## src/rtl/adc_sample_packer.sv

```systemverilog
// adc_sample_packer: captures multi-channel ADC samples and streams them out
// as formatted per-channel beats, lowest enabled channel first.
module adc_sample_packer #(
  parameter int ADC_W  = 14,
  parameter int OUT_W  = 16,
  parameter int NUM_CH = 2,
  parameter int CH_W   = (NUM_CH > 1) ? $clog2(NUM_CH) : 1
) (
  input  logic                    clk,
  input  logic                    reset_n,
  input  logic                    en,
  input  logic [NUM_CH-1:0]       ch_mask,
  input  logic                    fmt_offset,
  input  logic                    test_mode,
  input  logic                    sample_valid,
  input  logic [NUM_CH*ADC_W-1:0] sample_data,
  output logic [OUT_W-1:0]        out_data,
  output logic [CH_W-1:0]         out_ch,
  output logic                    out_last,
  output logic                    out_valid,
  input  logic                    out_ready,
  output logic                    overflow,
  input  logic                    overflow_clr
);
  typedef enum logic {IDLE, EMIT} state_t;
  state_t state, state_nx;
  logic [NUM_CH*ADC_W-1:0] data_q;
  logic [NUM_CH-1:0] rem, low;
  logic [ADC_W-1:0] cnt, raw;
  logic fmt_q, accept, last_acc, capture, drop;
  // rem holds the channels still to be sent; its lowest set bit is the current beat
  assign low       = rem & -rem;
  assign out_valid = state == EMIT;
  assign out_last  = out_valid && rem == low;
  assign accept    = out_valid & out_ready;
  assign last_acc  = accept & out_last;
  assign capture   = sample_valid & en & |ch_mask & (!out_valid | last_acc);
  assign drop      = sample_valid & en & |ch_mask & out_valid & !last_acc;
  always_comb begin
    out_ch = '0;
    for (int i = NUM_CH - 1; i >= 0; i--) if (rem[i]) out_ch = CH_W'(i);
  end
  assign raw = data_q[out_ch*ADC_W +: ADC_W];
  // offset-binary to two's complement is an MSB flip; the flipped MSB is also the sign
  assign out_data = fmt_q ? {{(OUT_W-ADC_W+1){~raw[ADC_W-1]}}, raw[ADC_W-2:0]} : OUT_W'(raw);
  always_ff @(posedge clk or negedge reset_n)
    if (!reset_n) state <= IDLE;
    else state <= state_nx;
  always_comb begin
    state_nx = capture ? EMIT : last_acc ? IDLE : state;
  end
  always_ff @(posedge clk or negedge reset_n)
    if (!reset_n) begin
      data_q   <= '0;
      rem      <= '0;
      fmt_q    <= 1'b0;
      cnt      <= '0;
      overflow <= 1'b0;
    end else begin
      if (capture) begin
        data_q <= test_mode ? {NUM_CH{cnt}} : sample_data;
        rem    <= ch_mask;
        fmt_q  <= fmt_offset;
      end else if (accept) rem <= rem & ~low;
      cnt      <= !en ? '0 : capture ? cnt + 1'b1 : cnt;
      overflow <= drop | (overflow & !overflow_clr);
    end
endmodule

```

## config.mk

```make
export PLATFORM = sky130hd
export DESIGN_NAME = adc_sample_packer
export DESIGN_NICKNAME = d
export VERILOG_FILES = /design/src/rtl/adc_sample_packer.sv
export SDC_FILE = /design/constraint.sdc
export NUM_CORES = 1
export LEC_CHECK = 0
export BUFFER_PORTS_ARGS = -buffer_cell sky130_fd_sc_hd__buf_4
export CORE_MARGIN = 2
export CORE_UTILIZATION = 35
export CTS_CLUSTER_DIAMETER = 150
export CTS_CLUSTER_SIZE = 40
export DETAILED_ROUTE_END_ITERATION = 10
export PLACE_DENSITY_LB_ADDON = 0.12
export SLEW_MARGIN = 20
export SYNTH_ARGS = -nofsm -noshare
export SYNTH_HDL_FRONTEND = slang
export SYNTH_SLANG_ARGS = --single-unit
```

## constraint.sdc

```tcl
create_clock -name clk -period 4.2 [get_ports clk]
set_clock_uncertainty 0.2 [all_clocks]
set_input_delay 0.63 -clock clk [delete_from_list [all_inputs] [get_ports clk]]
set_output_delay 0.63 -clock clk [all_outputs]
set_load 0.01 [all_outputs]
```

### Yosys cells after proc, flatten, opt, wreduce, memory -nomap -nowiden

Cells that the tools add are included.

| operators by class | value |
|---|---|
| add/sub/neg operators | 2 |
| $mul | 1 |
| eq/ne operators | 2 |
| shift operators | 1 |
| mux-type cells | 10 |
| bitwise logic cells | 14 |
| reductions and logical operators | 7 |

Operator list:

| operator | count |
|---|---|
| 14-bit two-way mux | 2 |
| 28-bit two-way mux | 1 |
| 28-bit by 6-bit indexed part select with 14-bit output | 1 |
| 16-bit two-way mux | 1 |
| 14-bit by 1-bit adder with 14-bit output, second input constant | 1 |
| 1-bit AND | 8 |
| 2-bit AND | 2 |
| 1-bit by 3-bit multiplier with 4-bit output, second input constant | 1 |
| 1-bit two-way mux | 4 |
| 2-bit two-way mux | 2 |
| 2-bit nonzero test | 2 |
| 1-bit zero test | 3 |
| 2-bit equality test | 1 |
| 2-bit by 1-bit inequality test with 1-bit output, second input constant | 1 |
| 2-bit negator | 1 |
| 2-bit NOT | 1 |
| 1-bit OR | 2 |
| 2-bit OR reduction | 1 |
| 1-bit logical AND | 1 |
| 1-bit NOT | 1 |

| word-level totals | value |
|---|---|
| flip-flop bits (word level) | 47 |

### Depth between registers and ports, before layout

Gate-level depths: netlist of run 1.

| logic depth | value |
|---|---|
| depth after elaboration | 9 |
| mapped depth | 6 |
| mapped depth without buffers | 5 |

### Worst setup path after synthesis of run 1

OpenSTA, ideal clock, no wires.

| path | value |
|---|---|
| path type | reg2out |
| from | register rem[0] |
| to | output port out_data[15] |
| arrival | 1486 ps |
| slack | 1884 ps |
| stages on the path, launching flop included | 7 |
| cells stage by stage | dfrtp_1 > nand2b_1 > clkbuf_1 > buf_2 > mux2i_1 > ha_1 > buf_4 |

| on the way | value |
|---|---|
| cells in the longest elaborated chain, start to end | 5 |

Ends and longest elaborated chain:

| element | RTL line | RTL |
|---|---|---|
| from (decl) | 28 | `logic [NUM_CH-1:0] rem, low;` |
| from (signal assigned) | 62 | `rem <= ch_mask;` |
| from (signal assigned) | 64 | `end else if (accept) rem <= rem & ~low;` |
| 1-bit two-way mux | 41 | `for (int i = NUM_CH - 1; i >= 0; i--) if (rem[i]) out_ch = CH_W'(i);` |
| 1-bit by 3-bit multiplier with 4-bit output | 43 | `assign raw = data_q[out_ch*ADC_W +: ADC_W];` |
| 28-bit by 6-bit indexed part select with 14-bit output | 43 |  |
| 1-bit NOT | 45 | `assign out_data = fmt_q ? {{(OUT_W-ADC_W+1){~raw[ADC_W-1]}}, raw[ADC_W-2:0]} : OUT_W'(raw);` |
| 16-bit two-way mux | 45 |  |
| to (decl) | 17 | `output logic [OUT_W-1:0] out_data,` |

Every way passes these cells.

### Worst setup path in the final report of run 1

| path | value |
|---|---|
| from | register rem[0] |
| to | output port out_data[13] |

| on the way | value |
|---|---|
| cells in the longest elaborated chain, start to end | 5 |

Ends and longest elaborated chain:

| element | RTL line |
|---|---|
| 1-bit two-way mux * | 41 |
| 1-bit by 3-bit multiplier with 4-bit output * | 43 |
| 28-bit by 6-bit indexed part select with 14-bit output * | 43 |
| 1-bit NOT | 45 |
| 16-bit two-way mux * | 45 |

Every way passes the cells marked *; elsewhere a longest branch is shown, timed or not.

==> flow_metrics.py, run 1 <==
metrics = {
    "synthesis": {
        "synth_xor_area_frac": 0.003636,
        "synth_top_family_by_area": "multiplexers",
        "synthSimpleGateAreaFrac": 0.1397,
        "synthAdderAreaFrac": 0.01039,
        "synth_cells": 239,
        "synth_compound_area_frac": 0.1018,
        "ys_seq_area_frac": 0.4883,
        "yosys_warnings": 0,
        "synth_cell_types": 32,
        "syn_nets": 279,
        "synth_seq_cells": 47,
        "synthTopCellsByArea": "dfrtp_1, mux2i_1, nand2_1, o21ai_0, mux2_2",
        "synthMuxAreaShare": 0.2187,
        "yosysTopAreaCellShare": 0.4883,
        "synth_top_area_cell": "dfrtp_1",
        "syn_area_per_cell_um2": 10.08,
        "syn_area_um2": 2409,
    },
    "clock_tree": {
        "cts.repair.resized": 0,
        "clockBufferDepth": 2,
        "cts_buffers": 5,
        "cts.sinks": 47,
        "clkTransAtPathRegs_ns": 0.09,
        "h-tree-depth": 2,
        "postCtsHoldBufs": 0,
        "clk-insertion-delay-late_ns": 0.30,
        "cts_tree": "done",
        "post-cts-setup-buffer-count": 0,
        "cts-root-buf": "clkbuf_8",
    },
    "global_route": {
        "grt_pass1_vias": 1736,
        "antenna_found_initial": 0,
        "grtUsageMet2": 0.2124,
        "grt_first_pass_wirelength_mm": 8.466,
        "grt_max_degree": 67,
        "grtUsageTotal": 0.1449,
        "grt_use_met1": 0.2100,
        "grt_util_met3": 0.03507,
        "overflow": 0,
        "grt-busiest-layer": "met2",
    },
    "floorplan": {
        "design.die.area_um2": 7561,
        "pin_count": 58,
        "die_w_um": 86.96,
        "die_h_um": 86.96,
        "start_util": 0.3585,
        "core_area_um2": 6719,
        "rows": 30,
    },
    "layout": {
        "drive_gt1_frac": 0.2768,
        "nNetsFinal": 328,
        "mostFrequentLayoutCells": "buf_4, nand2_1, dfrtp_1, mux2i_1, o21ai_0",
        "final_common_cell": "buf_4",
        "n_antenna_cell": 0,
        "syn_to_final_growth_pct": 23.90,
        "layoutNonFillerInstCount": 369,
    },
    "worst_setup_path": {
        "critPathMaxStageDelay_ns": 0.67,
        "crit_cells": 5,
        "critical_path_buf_inv_count": 2,
        "path_max_fanout": 15,
        "worstSetupPathType": "reg2out",
        "crit_chain": "nand2b_1 -> mux2i_1 -> ha_1 -> inv_1 -> buf_4",
        "cp.required_ns": 3.37,
        "cp_data_arrival_time_ns": 2.05,
        "critPathCaptureType": "primary output",
        "critical-path-top-delay-family": "simple AND/OR/NAND/NOR gates",
        "crit_slowest_cell": "nand2b_1",
        "ff2ff_path_depth": 4,
        "crit_path_start_kind": "register",
    },
    "power_and_ir_drop": {
        "seqPwrFrac": 0.472,
        "p_sw_uw": 301.0,
        "power_mw": 1.129,
        "swShare": 0.2667,
        "leakage_nw": 1.535,
        "power.density_nw_per_um2": 378.3,
        "ir_worst_vdd_mv": 0.1191,
        "p_clk_frac": 0.306,
        "pwr-share-comb": 0.222,
        "internal_power_uw": 827.8,
    },
    "routing": {
        "drtIter0Drc": 57,
        "drt-total-wl_mm": 5.239,
        "drcViolationCount": 0,
        "antenna_left": 0,
        "vias_per_cell": 4.957,
        "vias": 1829,
        "firstDrtPassIters": 4,
        "post_drt_wl_per_cell_um": 14.20,
    },
    "place": {
        "io_buffer_count": 57,
        "dp_slack_ns": 1.474,
        "dp_cells": 361,
        "place_congestion": 0.7022,
        "hpwl_mm": 3.549,
    },
    "worst_hold_path": {
        "hold_path.class": "in2async",
    },
    "sta": {
        "rsz0062_at_grt": "false",
        "slew_violations": 0,
        "finalWorstSetupSlack_ns": 1.316,
        "fin_crit_sh": 0.6868,
        "final-setup-viol-count": 0,
        "max_slew_margin": 0.3506,
        "max_freq_ghz": 0.3467,
        "period_needed_ns": 2.884,
        "tightest_slew_ns": 0.9741,
        "finalSetupTns_ns": 0,
        "hold_violations": 0,
    },
    "run_status": {
        "status": "completed",
    },
    "run": {
        "cap_violations": 0,
    },
}
synth_stat cells:
cell type / instances
a21boi_1: 1
nand2b_1: 6
o41ai_1: 1
o21ai_0: 31
o22ai_1: 1
mux2_2: 13
buf_6: 1
nor4_1: 1
o221ai_1: 1
buf_2: 3
a21oi_1: 2
or4_1: 1
and3_1: 1
ha_1: 2
buf_1: 2
a211oi_1: 1
dfrtp_1: 47
a21bo_2: 1
nand4_1: 3
xor2_1: 1
o311ai_0: 1
mux2i_1: 38
o31ai_1: 1
and2_1: 1
clkbuf_1: 8
nand2_1: 51
a21o_1: 1
o211ai_1: 1
buf_4: 1
and4_1: 2
inv_1: 5
nand3_1: 9
area by class of cell:
cell class | instances | area (um2)
inverter | 5 | 18.77
clock buffer | 6 | 82.58
fill | 661 | 3735
timing repair buffer | 57 | 427.9
clock inverter | 2 | 35.03
tap | 80 | 100.1
sequential | 47 | 1176
multi-input combinational | 172 | 1144
worst register-to-register path: cells and delay by family, from the launching register on:
family	cells	cell delay (ns)
DFF	1	0.42
and+or+nand+nor	1	0.61
AOI/OAI and AO/OA	3	0.94
power groups by stage:
stage | logic (mW) | registers, mW | clock network, mW
CTS | 0.256 | 0.533 | 0.358
global placement | 0.255 | 0.541 | 0
detailed placement | 0.255 | 0.542 | 0
floorplan | 0.146 | 0.535 | 0
global route | 0.277 | 0.540 | 0.376
finish | 0.251 | 0.533 | 0.345
registers in the layout (all words and copies together), names as in the netlist:
| register | flops |
|---|---|
| data_q | 28 |
| overflow | 1 |
| rem | 2 |
| out_valid | 1 |
| fmt_q | 1 |
| cnt | 14 |
kinds of logic (layout without fill, tap and decap cells):
logic type / Yosys count / in the layout
DFF: 47 / 47
AOI/OAI and AO/OA: 43 / 43
xor gates and xnor gates: 1 / 1
adders and majority gates: 2 / 2
buffers and inverters: 20 / 70
and+or+nand+nor: 75 / 75
muxes: 51 / 51
metal layers:
metal | share of wire | up-vias
li1 | - | 932
met1 | 0.50 | 856
met2 | 0.44 | 34
met3 | 0.048 | 7
met4 | 0.013 | 0
met5 | 0 | -
path summary, 6_finish.rpt:
path	end	slack, ns	from
max	out_data[13]	1.32	rem[0]
min	fmt_q	0.12	reset_n
max reg2reg	cnt[10]	1.96	rem[0]
min reg2reg	data_q[24]	0.28	data_q[24]
max in group asynchronous	cnt[9]	3.25	reset_n
min in group clk	data_q[24]	0.28	data_q[24]
per-stage QoR:
step	cell area [um2]	utilization	hold slack, ns
3_3_place_gp	2867	0.4266	0.2570
4_1_cts	2984	0.4441	0.1569
6_report	2984	0.4441	0.1241
3_5_place_dp	2867	0.4266	0.2659
5_1_grt	2984	0.4441	0.1782
2_1_floorplan	2409	-	0.1344
Power figures use the tool's default switching activity.
==> run 2: changes to the inputs <==
==> constraint.sdc (replaced) <==
create_clock -name clk -period 2.8 [get_ports clk]
set_clock_uncertainty 0.2 [all_clocks]
set_input_delay 0.42 -clock clk [delete_from_list [all_inputs] [get_ports clk]]
set_output_delay 0.42 -clock clk [all_outputs]
set_load 0.01 [all_outputs]
==> flow_metrics.py, run 2 (synthesis results as in run 1) <==
metrics = {
    "routing": {
        "antenna_left": 0,
        "vias": 1874,
        "post_drt_wl_per_cell_um": 14.41,
        "firstDrtPassIters": 4,
        "vias_per_cell": 4.984,
        "drt-total-wl_mm": 5.419,
        "drtIter0Drc": 96,
        "drcViolationCount": 0,
    },
    "layout": {
        "mostFrequentLayoutCells": "buf_4, nand2_1, dfrtp_1, mux2i_1, o21ai_0",
        "nNetsFinal": 335,
        "drive_gt1_frac": 0.2905,
        "syn_to_final_growth_pct": 26.18,
        "n_fill_cell": 676,
        "seq_area_um2": 1176,
        "layoutNonFillerInstCount": 376,
        "registers.top_by_ff_count": "data_q",
        "largest_registers": "data_q: 28 flops, cnt: 14 flops, rem: 2 flops",
        "largest_reg_flops": 28,
        "multi_input_area_um2": 1144,
        "final_common_cell": "buf_4",
        "postLayoutCoreUtil": 0.4523,
        "n_antenna_cell": 0,
    },
    "sta": {
        "period_needed_ns": 2.450,
        "fin_crit_sh": 0.8749,
        "slew_violations": 0,
        "finalSetupTns_ns": 0,
        "max_slew_margin": 0.5922,
        "final-setup-viol-count": 0,
        "max_freq_ghz": 0.4082,
        "hold_violations": 0,
        "rsz0062_at_grt": "false",
        "tightest_slew_ns": 0.6117,
        "holdWs_ns": 0.09958,
    },
    "floorplan": {
        "die_w_um": 86.96,
        "design.die.area_um2": 7561,
        "die_h_um": 86.96,
        "pin_count": 58,
        "start_util": 0.3585,
        "rows": 30,
        "core_area_um2": 6719,
    },
    "worst_setup_path": {
        "cpMostUsedCell": "buf_4",
        "cp_data_arrival_time_ns": 1.83,
        "critPathMaxStageDelay_ns": 0.41,
        "cp.required_ns": 2.18,
        "critical-path-top-delay-family": "flip-flops",
        "crit_slowest_cell": "dfrtp_1",
        "crit_chain": "nand2b_1 -> buf_4 -> mux2_2 -> buf_4",
        "critical_path_buf_inv_count": 2,
        "path_max_fanout": 8,
        "critPathCaptureType": "primary output",
        "worstSetupPathType": "reg2out",
        "crit_path_start_kind": "register",
    },
    "place": {
        "dp_cells": 367,
        "hpwl_mm": 3.856,
        "place_congestion": 0.7472,
        "io_buffer_count": 57,
    },
    "power_and_ir_drop": {
        "pwr-share-comb": 0.229,
        "internal_power_mw": 1.252,
        "leakage_nw": 1.567,
        "p_clk_frac": 0.301,
        "seqPwrFrac": 0.470,
        "swShare": 0.2654,
        "p_sw_uw": 452.3,
        "power.density_nw_per_um2": 560.7,
        "ir_worst_vdd_mv": 0.1767,
    },
    "global_route": {
        "grt_first_pass_wirelength_mm": 8.838,
        "grtUsageMet2": 0.2110,
        "grt_pass1_vias": 1753,
        "antenna_found_initial": 0,
        "grt-busiest-layer": "met1",
        "grtUsageTotal": 0.1487,
        "overflow": 0,
        "grt_util_met3": 0.03602,
        "grt_max_degree": 48,
        "grt_use_met1": 0.2275,
    },
    "clock_tree": {
        "cts_tree": "done",
        "cts_buffers": 5,
        "clkTransAtPathRegs_ns": 0.09,
        "h-tree-depth": 2,
        "cts.sinks": 47,
        "clk-insertion-delay-late_ns": 0.29,
        "clockBufferDepth": 2,
        "cts-root-buf": "clkbuf_8",
    },
    "run_status": {
        "status": "completed",
    },
    "run": {
        "cap_violations": 0,
    },
    "worst_hold_path": {
        "hold_path.class": "in2reg",
    },
}
[run 2: layout make-up]
class / count / area share
clock buffer: 6 / 0.02717
clock inverter: 2 / 0.01153
inverter: 5 / 0.006175
multi-input combinational: 172 / 0.3763
sequential: 47 / 0.3870
tap: 80 / 0.03294
timing repair buffer: 64 / 0.1589
[run 2: repair_timing]
action | in CTS | in global routing
setup buffers | 0 | 0
hold buffers | 1 | 0
endpoints found under the hold margin | 47 | 0
endpoints found under the setup margin | 0 | 0
gates resized for setup | 0 | 0
[run 2: final timing paths]
path / start / to / slack, ns / cells past startpoint
min in group asynchronous: reset_n / data_q[16] / 0.47 / 2
setup / recovery: rem[0] / out_data[5] / 0.35 / 4
max in group asynchronous: reset_n / cnt[10] / 1.52 / 2
hold / removal: overflow_clr / overflow / 0.1 / 2
hold reg to reg: data_q[10] / data_q[10] / 0.28 / 2
setup reg to reg: rem[0] / cnt[10] / 0.85 / 4
[run 2: power by group through the flow]
stage          combinational (mW)  clock (mW)  sequential [mW]
2_1_floorplan               0.220           0            0.802
3_3_place_gp                0.390           0            0.816
3_5_place_dp                0.397           0            0.815
4_1_cts                     0.399       0.535            0.801
5_1_grt                     0.435       0.559            0.814
6_report                    0.390       0.513            0.801
[run 2: routing by layer]
layer	vias to the layer above	share of wire
met3	5	0.052
met1	875	0.51
li1	954	-
met4	0	0.0089
met5	-	0
met2	40	0.43
[run 2: stage by stage]
| stage | total power, mW | instance area (um2) | setup slack, ns |
|---|---|---|---|
| after floorplan | 1.021 | 2409 | 0.6941 |
| after global placement | 1.206 | 2912 | 0.6099 |
| after detailed placement | 1.211 | 2912 | 0.5787 |
| after CTS | 1.735 | 3039 | 0.3117 |
| after global routing | 1.809 | 3039 | 0.2397 |
| final | 1.704 | 3039 | 0.3502 |
[run 2: worst reg2reg max path, cell delays in order (launching register included)]
cell and delay, ns:
dfrtp_1 0.42, a21bo_2 0.25, a21o_2 0.34, or4_1 0.50
a21boi_1 0.15
